File: src/rtl/aha_tlx_rx_trainer_if.sv
`default_nettype none
// +--------------------------------------------------------------------------+
// | aha_tlx_rx_trainer_if : control/status bundle of the TLX RX lane trainer |
// | Revision 1.0                                                             |
// +--------------------------------------------------------------------------+
interface aha_tlx_rx_trainer_if #(
  parameter int LANES = 4,
  parameter int SEQ_W = 32,
  parameter int CNT_W = 32
);
  localparam int OFS_W = $clog2(SEQ_W);

  logic [LANES-1:0]       D_IN;
  logic                   START;
  logic                   CLEAR;
  logic [SEQ_W-1:0]       SEQUENCE;
  logic [CNT_W-1:0]       LENGTH;
  logic                   AUTO_STOP;
  logic                   DONE;
  logic                   ACTIVE;
  logic [LANES-1:0]       LOCKED;
  logic [LANES*OFS_W-1:0] ALIGN_OFS;
  logic [LANES*CNT_W-1:0] MATCH_COUNT;
  logic [LANES*CNT_W-1:0] ERR_COUNT;

  modport master (
    output D_IN, START, CLEAR, SEQUENCE, LENGTH, AUTO_STOP,
    input  DONE, ACTIVE, LOCKED, ALIGN_OFS, MATCH_COUNT, ERR_COUNT
  );

  modport slave (
    input  D_IN, START, CLEAR, SEQUENCE, LENGTH, AUTO_STOP,
    output DONE, ACTIVE, LOCKED, ALIGN_OFS, MATCH_COUNT, ERR_COUNT
  );
endinterface
`default_nettype wire

File: src/rtl/aha_tlx_rx_trainer.sv
`default_nettype none
// +--------------------------------------------------------------------------+
// | aha_tlx_rx_trainer : per-lane word alignment search and match/err counts |
// | Revision 1.0                                                             |
// +--------------------------------------------------------------------------+
module aha_tlx_rx_trainer #(
  parameter int LANES = 4,
  parameter int SEQ_W = 32,
  parameter int CNT_W = 32
) (
  input  logic                 CLK,
  input  logic                 RESETn,
  aha_tlx_rx_trainer_if.slave  tlx
);
  localparam int                 OFS_W      = $clog2(SEQ_W);
  localparam logic [OFS_W-1:0]   c_BIT_LAST = OFS_W'(SEQ_W - 1);
  localparam logic [CNT_W-1:0]   c_CNT_MAX  = {CNT_W{1'b1}};

  typedef enum logic [1:0] {
    ST_IDLE   = 2'd0,
    ST_RUN    = 2'd1,
    ST_FINISH = 2'd2
  } state_t;

  state_t            state_q;
  logic              start_q;
  logic              clear_q;
  logic              done_q;
  logic              filled_q;
  logic [OFS_W-1:0]  bit_q;
  logic [CNT_W-1:0]  word_q;

  logic w_start_pulse;
  logic w_clear_pulse;
  logic w_at_len;
  logic w_active;
  logic w_step;
  logic w_zero;

  assign w_start_pulse = tlx.START & ~start_q;
  assign w_clear_pulse = tlx.CLEAR & ~clear_q;
  assign w_at_len      = tlx.AUTO_STOP & (word_q == tlx.LENGTH);
  assign w_active      = (state_q == ST_RUN) & ~w_at_len;
  // The terminal RUN cycle (word count reached) processes no data.
  assign w_step        = w_active & ~w_clear_pulse;
  assign w_zero        = w_clear_pulse | (w_start_pulse & (state_q == ST_IDLE));

  assign tlx.DONE   = done_q;
  assign tlx.ACTIVE = w_active;

  always_ff @(posedge CLK or negedge RESETn) begin
    if (!RESETn) begin
      state_q  <= ST_IDLE;
      start_q  <= 1'b0;
      clear_q  <= 1'b0;
      done_q   <= 1'b0;
      filled_q <= 1'b0;
      bit_q    <= '0;
      word_q   <= '0;
    end else begin
      start_q <= tlx.START;
      clear_q <= tlx.CLEAR;
      if (w_clear_pulse) begin
        state_q  <= ST_IDLE;
        done_q   <= 1'b0;
        filled_q <= 1'b0;
        bit_q    <= '0;
        word_q   <= '0;
      end else begin
        case (state_q)
          ST_IDLE: begin
            if (w_start_pulse) begin
              state_q  <= ST_RUN;
              filled_q <= 1'b0;
              bit_q    <= '0;
              word_q   <= '0;
            end
          end
          ST_RUN: begin
            if (w_at_len) begin
              state_q <= ST_FINISH;
              done_q  <= 1'b1;
            end else begin
              bit_q <= bit_q + OFS_W'(1);
              if (bit_q == c_BIT_LAST) begin
                filled_q <= 1'b1;
                if (word_q != c_CNT_MAX) begin
                  word_q <= word_q + CNT_W'(1);
                end
              end
            end
          end
          ST_FINISH: state_q <= ST_IDLE;
          default:   state_q <= ST_IDLE;
        endcase
      end
    end
  end

  for (genvar n = 0; n < LANES; n++) begin : g_lane
    logic [SEQ_W-1:0] sr_q,    sr_d;
    logic             lock_q,  lock_d;
    logic [OFS_W-1:0] ofs_q,   ofs_d;
    logic [CNT_W-1:0] match_q, match_d;
    logic [CNT_W-1:0] err_q,   err_d;
    logic             w_eq;

    assign w_eq = (sr_q == tlx.SEQUENCE);

    always_comb begin
      sr_d    = sr_q;
      lock_d  = lock_q;
      ofs_d   = ofs_q;
      match_d = match_q;
      err_d   = err_q;
      if (w_zero) begin
        sr_d    = '0;
        lock_d  = 1'b0;
        ofs_d   = '0;
        match_d = '0;
        err_d   = '0;
      end else if (w_step) begin
        sr_d = {tlx.D_IN[n], sr_q[SEQ_W-1:1]};
        // sr_q holds the last SEQ_W bits, oldest at bit 0, so bit_q is the phase.
        if (filled_q) begin
          if (!lock_q) begin
            if (w_eq) begin
              lock_d  = 1'b1;
              ofs_d   = bit_q;
              match_d = (match_q == c_CNT_MAX) ? match_q : match_q + CNT_W'(1);
            end
          end else if (bit_q == ofs_q) begin
            if (w_eq) begin
              match_d = (match_q == c_CNT_MAX) ? match_q : match_q + CNT_W'(1);
            end else begin
              err_d = (err_q == c_CNT_MAX) ? err_q : err_q + CNT_W'(1);
            end
          end
        end
      end
    end

    always_ff @(posedge CLK or negedge RESETn) begin
      if (!RESETn) begin
        sr_q    <= '0;
        lock_q  <= 1'b0;
        ofs_q   <= '0;
        match_q <= '0;
        err_q   <= '0;
      end else begin
        sr_q    <= sr_d;
        lock_q  <= lock_d;
        ofs_q   <= ofs_d;
        match_q <= match_d;
        err_q   <= err_d;
      end
    end

    assign tlx.LOCKED[n]                     = lock_q;
    assign tlx.ALIGN_OFS[n*OFS_W +: OFS_W]   = ofs_q;
    assign tlx.MATCH_COUNT[n*CNT_W +: CNT_W] = match_q;
    assign tlx.ERR_COUNT[n*CNT_W +: CNT_W]   = err_q;
  end

endmodule
`default_nettype wire

File: src/flat_wrapper.sv
// flat-port wrapper written by rule: the top's interface ports become plain ports
module aha_tlx_rx_trainer_flat 
#(
  parameter int LANES = 4,
  parameter int SEQ_W = 32,
  parameter int CNT_W = 32
)
  (CLK, RESETn, tlx_D_IN, tlx_START, tlx_CLEAR, tlx_SEQUENCE, tlx_LENGTH, tlx_AUTO_STOP, tlx_DONE, tlx_ACTIVE, tlx_LOCKED, tlx_ALIGN_OFS, tlx_MATCH_COUNT, tlx_ERR_COUNT);
  aha_tlx_rx_trainer_if #(.LANES(LANES), .SEQ_W(SEQ_W), .CNT_W(CNT_W)) tlx_i ();
  input  logic CLK;
  input  logic RESETn;
  input wire logic [$bits(tlx_i.D_IN)-1:0] tlx_D_IN;
  input wire logic [$bits(tlx_i.START)-1:0] tlx_START;
  input wire logic [$bits(tlx_i.CLEAR)-1:0] tlx_CLEAR;
  input wire logic [$bits(tlx_i.SEQUENCE)-1:0] tlx_SEQUENCE;
  input wire logic [$bits(tlx_i.LENGTH)-1:0] tlx_LENGTH;
  input wire logic [$bits(tlx_i.AUTO_STOP)-1:0] tlx_AUTO_STOP;
  output wire logic [$bits(tlx_i.DONE)-1:0] tlx_DONE;
  output wire logic [$bits(tlx_i.ACTIVE)-1:0] tlx_ACTIVE;
  output wire logic [$bits(tlx_i.LOCKED)-1:0] tlx_LOCKED;
  output wire logic [$bits(tlx_i.ALIGN_OFS)-1:0] tlx_ALIGN_OFS;
  output wire logic [$bits(tlx_i.MATCH_COUNT)-1:0] tlx_MATCH_COUNT;
  output wire logic [$bits(tlx_i.ERR_COUNT)-1:0] tlx_ERR_COUNT;
  assign tlx_i.D_IN = tlx_D_IN;
  assign tlx_i.START = tlx_START;
  assign tlx_i.CLEAR = tlx_CLEAR;
  assign tlx_i.SEQUENCE = tlx_SEQUENCE;
  assign tlx_i.LENGTH = tlx_LENGTH;
  assign tlx_i.AUTO_STOP = tlx_AUTO_STOP;
  assign tlx_DONE = tlx_i.DONE;
  assign tlx_ACTIVE = tlx_i.ACTIVE;
  assign tlx_LOCKED = tlx_i.LOCKED;
  assign tlx_ALIGN_OFS = tlx_i.ALIGN_OFS;
  assign tlx_MATCH_COUNT = tlx_i.MATCH_COUNT;
  assign tlx_ERR_COUNT = tlx_i.ERR_COUNT;
  aha_tlx_rx_trainer #(.LANES(LANES), .SEQ_W(SEQ_W), .CNT_W(CNT_W)) u_core (.CLK(CLK), .RESETn(RESETn), .tlx(tlx_i));
endmodule
File: config.mk
export PLATFORM = sky130hd
export DESIGN_NAME = aha_tlx_rx_trainer_flat
export DESIGN_NICKNAME = d
export VERILOG_FILES = /design/src/rtl/aha_tlx_rx_trainer_if.sv /design/src/rtl/aha_tlx_rx_trainer.sv /design/src/flat_wrapper.sv
export SDC_FILE = /design/constraint.sdc
export NUM_CORES = 1
export LEC_CHECK = 0
export CELL_PAD_IN_SITES_DETAIL_PLACEMENT = 1
export CELL_PAD_IN_SITES_GLOBAL_PLACEMENT = 2
export CORE_MARGIN = 8
export CORE_UTILIZATION = 35
export CTS_BUF_LIST = sky130_fd_sc_hd__clkbuf_8
export DETAILED_ROUTE_END_ITERATION = 8
export PLACE_DENSITY = 0.93
export SYNTH_ARGS = -nofsm -noshare
export SYNTH_HDL_FRONTEND = slang
export SYNTH_SLANG_ARGS = --single-unit
File: constraint.sdc
create_clock -name CLK -period 3.7 [get_ports CLK]
set_input_delay 0.555 -clock CLK [delete_from_list [all_inputs] [get_ports CLK]]
set_output_delay 0.555 -clock CLK [all_outputs]
set_load 0.05 [all_outputs]
==> impl_metrics.yaml <==
detailed_routing:
  met2RoutedLength_um: 42000
  wl_met1_um: 35300
  drc: 0
  routed_wl_um: 84800
  dr.pass1.iters: 6
  viasPerCell: 5.45
  wl_per_cell_um: 22.0
  detail-route-antenna-nets: 0
  via_count: 21003
  drt_iter0_drc: 1184
  route.met3.wl_um: 4720
  highest_layer: "met5"
outcome:
  status: "complete, no violations"
sta:
  finalMaxSlewViolations: 0
  slew_headroom_pct: 34.0
  fin_crit_sh_pct: 95.6
  maxClockFrequency_ghz: 0.283
  hold_viol: 0
  clock_skew_ns: 0.0441
  setup_viol: 0
  fin_worst_hold_slack_ns: 0.391
  worst_pin_slew_ns: 0.985
  period_needed_ns: 3.54
  rsz0062_at_grt: "false"
power_and_ir_drop:
  p_sw_uw: 2990
  sequentialPowerShare_pct: 45.9
  p_comb_share_pct: 9.9
  pwr-share-clk_pct: 44.2
  power.total_uw: 10900
  powerDensity_nw_per_um2: 358
  p_int_uw: 7950
  swShare_pct: 27.3
  p_leak_uw: 0.0136
  ir_drop_v: 0.000224
worst_setup_path:
  rr_endpoint: "u_core.g_lane[2].err_q[24]"
  crit_cells: 7
  crit_required_ns: 3.14
  cp_cell_sequence: "xnor2_1 > nand4_1 > or4_4 > o31ai_4 > buf_12 > inv_2 > buf_4"
  r2r-start: "u_core.word_q[5]"
  start_kind: "register"
  critical_path_class: "register to primary output"
  critical_path.endpoint_type: "primary output"
  cpLargestDelayFamily: "simple AND/OR/NAND/NOR gates"
  critPathMaxStageDelay_ns: 0.60
  rrSetupSlack_ns: 0.47
  critical_path.startpoint: "u_core.word_q[5]"
  cpMaxStageDelayCell: "or4_4"
  crit_fanout: 9
  cp.arrival_ns: 2.98
  crit_buf_inv: 3
  r2r_cells: 9
final_layout:
  mostFrequentLayoutCells: "dfrtp_1, nor2_1, clkdlybuf4s50_1, xor2_1, mux2i_1"
  fillers: 7581
  drive_above_1_share_pct: 8.49
  utilization_pct: 45.6
  multi_input_area_um2: 11800
  final_common_cell: "dfrtp_1"
  nets: 2998
  area_delta_synth_final_pct: 29.2
  fin_area_um2: 30600
  layout.cells.non_filler: 3853
  regArea_um2: 11300
  antenna_cells: 0
global_route:
  grt_pass1_wl_um: 135000
  groute.usage.overall_pct: 21.7
  grt_max_degree: 133
  grt_overflow: 0
  antenna_found_initial: 1
  grt_pass1_vias: 22909
clock_network:
  tritoncts: "yes"
  numCtsBuffers: 85
  cts_resized: 0
  clk_latency_ns: 0.67
  cts_root_buf: "clkbuf_8"
  cts_buffer_depth: 3
  clock_sinks: 451
  path_clk_slew_ns: 0.06
  h-tree-depth: 3
place:
  dpl.cell_count: 3699
  port_buffers: 354
  placed_area_um2: 28900
  gp_congestion: 0.957
  dp_hpwl_um: 62400
synth:
  synth_top_area_share_pct: 47.6
  synth_cells: 2493
  synth.area.top_cells: "dfrtp_1, xor2_1, nor2_1, mux2i_1, xnor2_1"
  syn_avg_cell_area_um2: 9.51
  ys_types: 60
  synth_edf_count: 0
  async_flop_share_pct: 100
  yosys_warnings: 0
  synth_area_um2: 23700
  ys_seq_area_share_pct: 47.6
  synth_top_area_cell: "dfrtp_1"
  synth-seq-cells: 451
  syn-num-nets: 2577
  ys.flop_type: "dfrtp_1"
floorplanning:
  dieWidth_um: 276
  start_util_pct: 35.3
  top_level_ports: 355
  core_area_um2: 67200
  die_area_um2: 76300
  row_count: 95
  die_h_um: 276
min_path:
  worstHoldStart: "tlx_CLEAR"
  min_to: "u_core.clear_q"
  hp-class: "input pin to register"
  hold_depth: 1
job:
  maxCapViolations: 0
worst register-to-register path, delay by kind of cell, from the launching register on:
kind	cells	cell delay [ns]
DFF	1	0.47
and+or+nand+nor	5	1.58
buffers and inverters	1	0.28
AOI/OAI and AO/OA	2	0.50
xor gates and xnor gates	1	0.28
metal layers:
metal / up-vias / track usage [%]
li1: 9521 / -
met1: 10760 / 26.7
met2: 568 / 37.5
met3: 152 / 4.46
met4: 2 / 7.81
met5: - / 0
worst max-delay path by stage:
stage	end	slack, ns
floorplan	u_core.g_lane[2].match_q[28]	0.79
global placement	u_core.g_lane[1].match_q[8]	-0.01
detailed placement	u_core.g_lane[0].err_q[27]	-0.06
CTS	tlx_ACTIVE	0.05
global route	tlx_ACTIVE	0.0007
finish	tlx_ACTIVE	0.16
layout make-up:
class | count | share of cell area (%)
Inverter | 34 | 0.417
Tap cell | 873 | 3.57
Clock inverter | 49 | 0.764
Sequential cell | 451 | 36.9
Clock buffer | 104 | 4.68
Timing Repair Buffer | 464 | 15.3
Multi-Input combinational cell | 1878 | 38.4
cells by family (layout without fill, tap and decap cells):
group           Yosys count  count (layout)  synth area share (%)
simple gates           1119            1119                  23.5
flops                   451             451                  47.6
xor+xnor                353             353                  13.0
compound gates          242             242                  5.86
buf+inv                 164             651                  2.94
mux                     153             153                  6.46
fa+ha+maj                11              11                 0.581
through the flow:
stage / TNS (ns) / setup WS [ns]
floorplan: 0 / 0.790
global placement: -0.0358 / -0.0123
detailed placement: -0.228 / -0.0644
CTS: 0 / 0.0465
global route: 0 / 0.000702
finish: 0 / 0.163
Yosys cell counts (all sizes together), types with 34 or more instances:
cell / count
mux2i: 153
nor3: 41
a21oi: 91
nor4: 47
nand2: 139
nand3: 133
dfrtp: 451
o21ai: 93
clkbuf: 94
inv: 34
or3: 53
xor2: 204
nor2: 413
xnor2: 149
and3: 68
nand4: 123
buf: 36
registers in the layout (all words and copies together), names as in the netlist, 2 cells and up:
register / count
u_core.g_lane.ofs_q: 20
u_core.g_lane.sr_q: 128
u_core.word_q: 32
u_core.g_lane.lock_q: 4
u_core.bit_q: 5
u_core.g_lane.match_q: 128
u_core.g_lane.err_q: 128
u_core.state_q: 2
repair_timing:
item | 4_1_cts | 5_1_grt
hold buffers | 1 | 0
setup buffers | 0 | 0
endpoints found under the hold margin | 73 | 0
endpoints found under the setup margin | 0 | 0
power by group through the flow:
stage | clock, uW | sequential, uW | combinational [uW]
6_report | 4840 | 5030 | 1080
3_5_place_dp | 0 | 5110 | 1090
3_3_place_gp | 0 | 5110 | 1070
4_1_cts | 4990 | 5020 | 1100
5_1_grt | 5220 | 5030 | 1170
2_1_floorplan | 0 | 5110 | 547
Note: power is estimated with default switching activity, not from simulation.
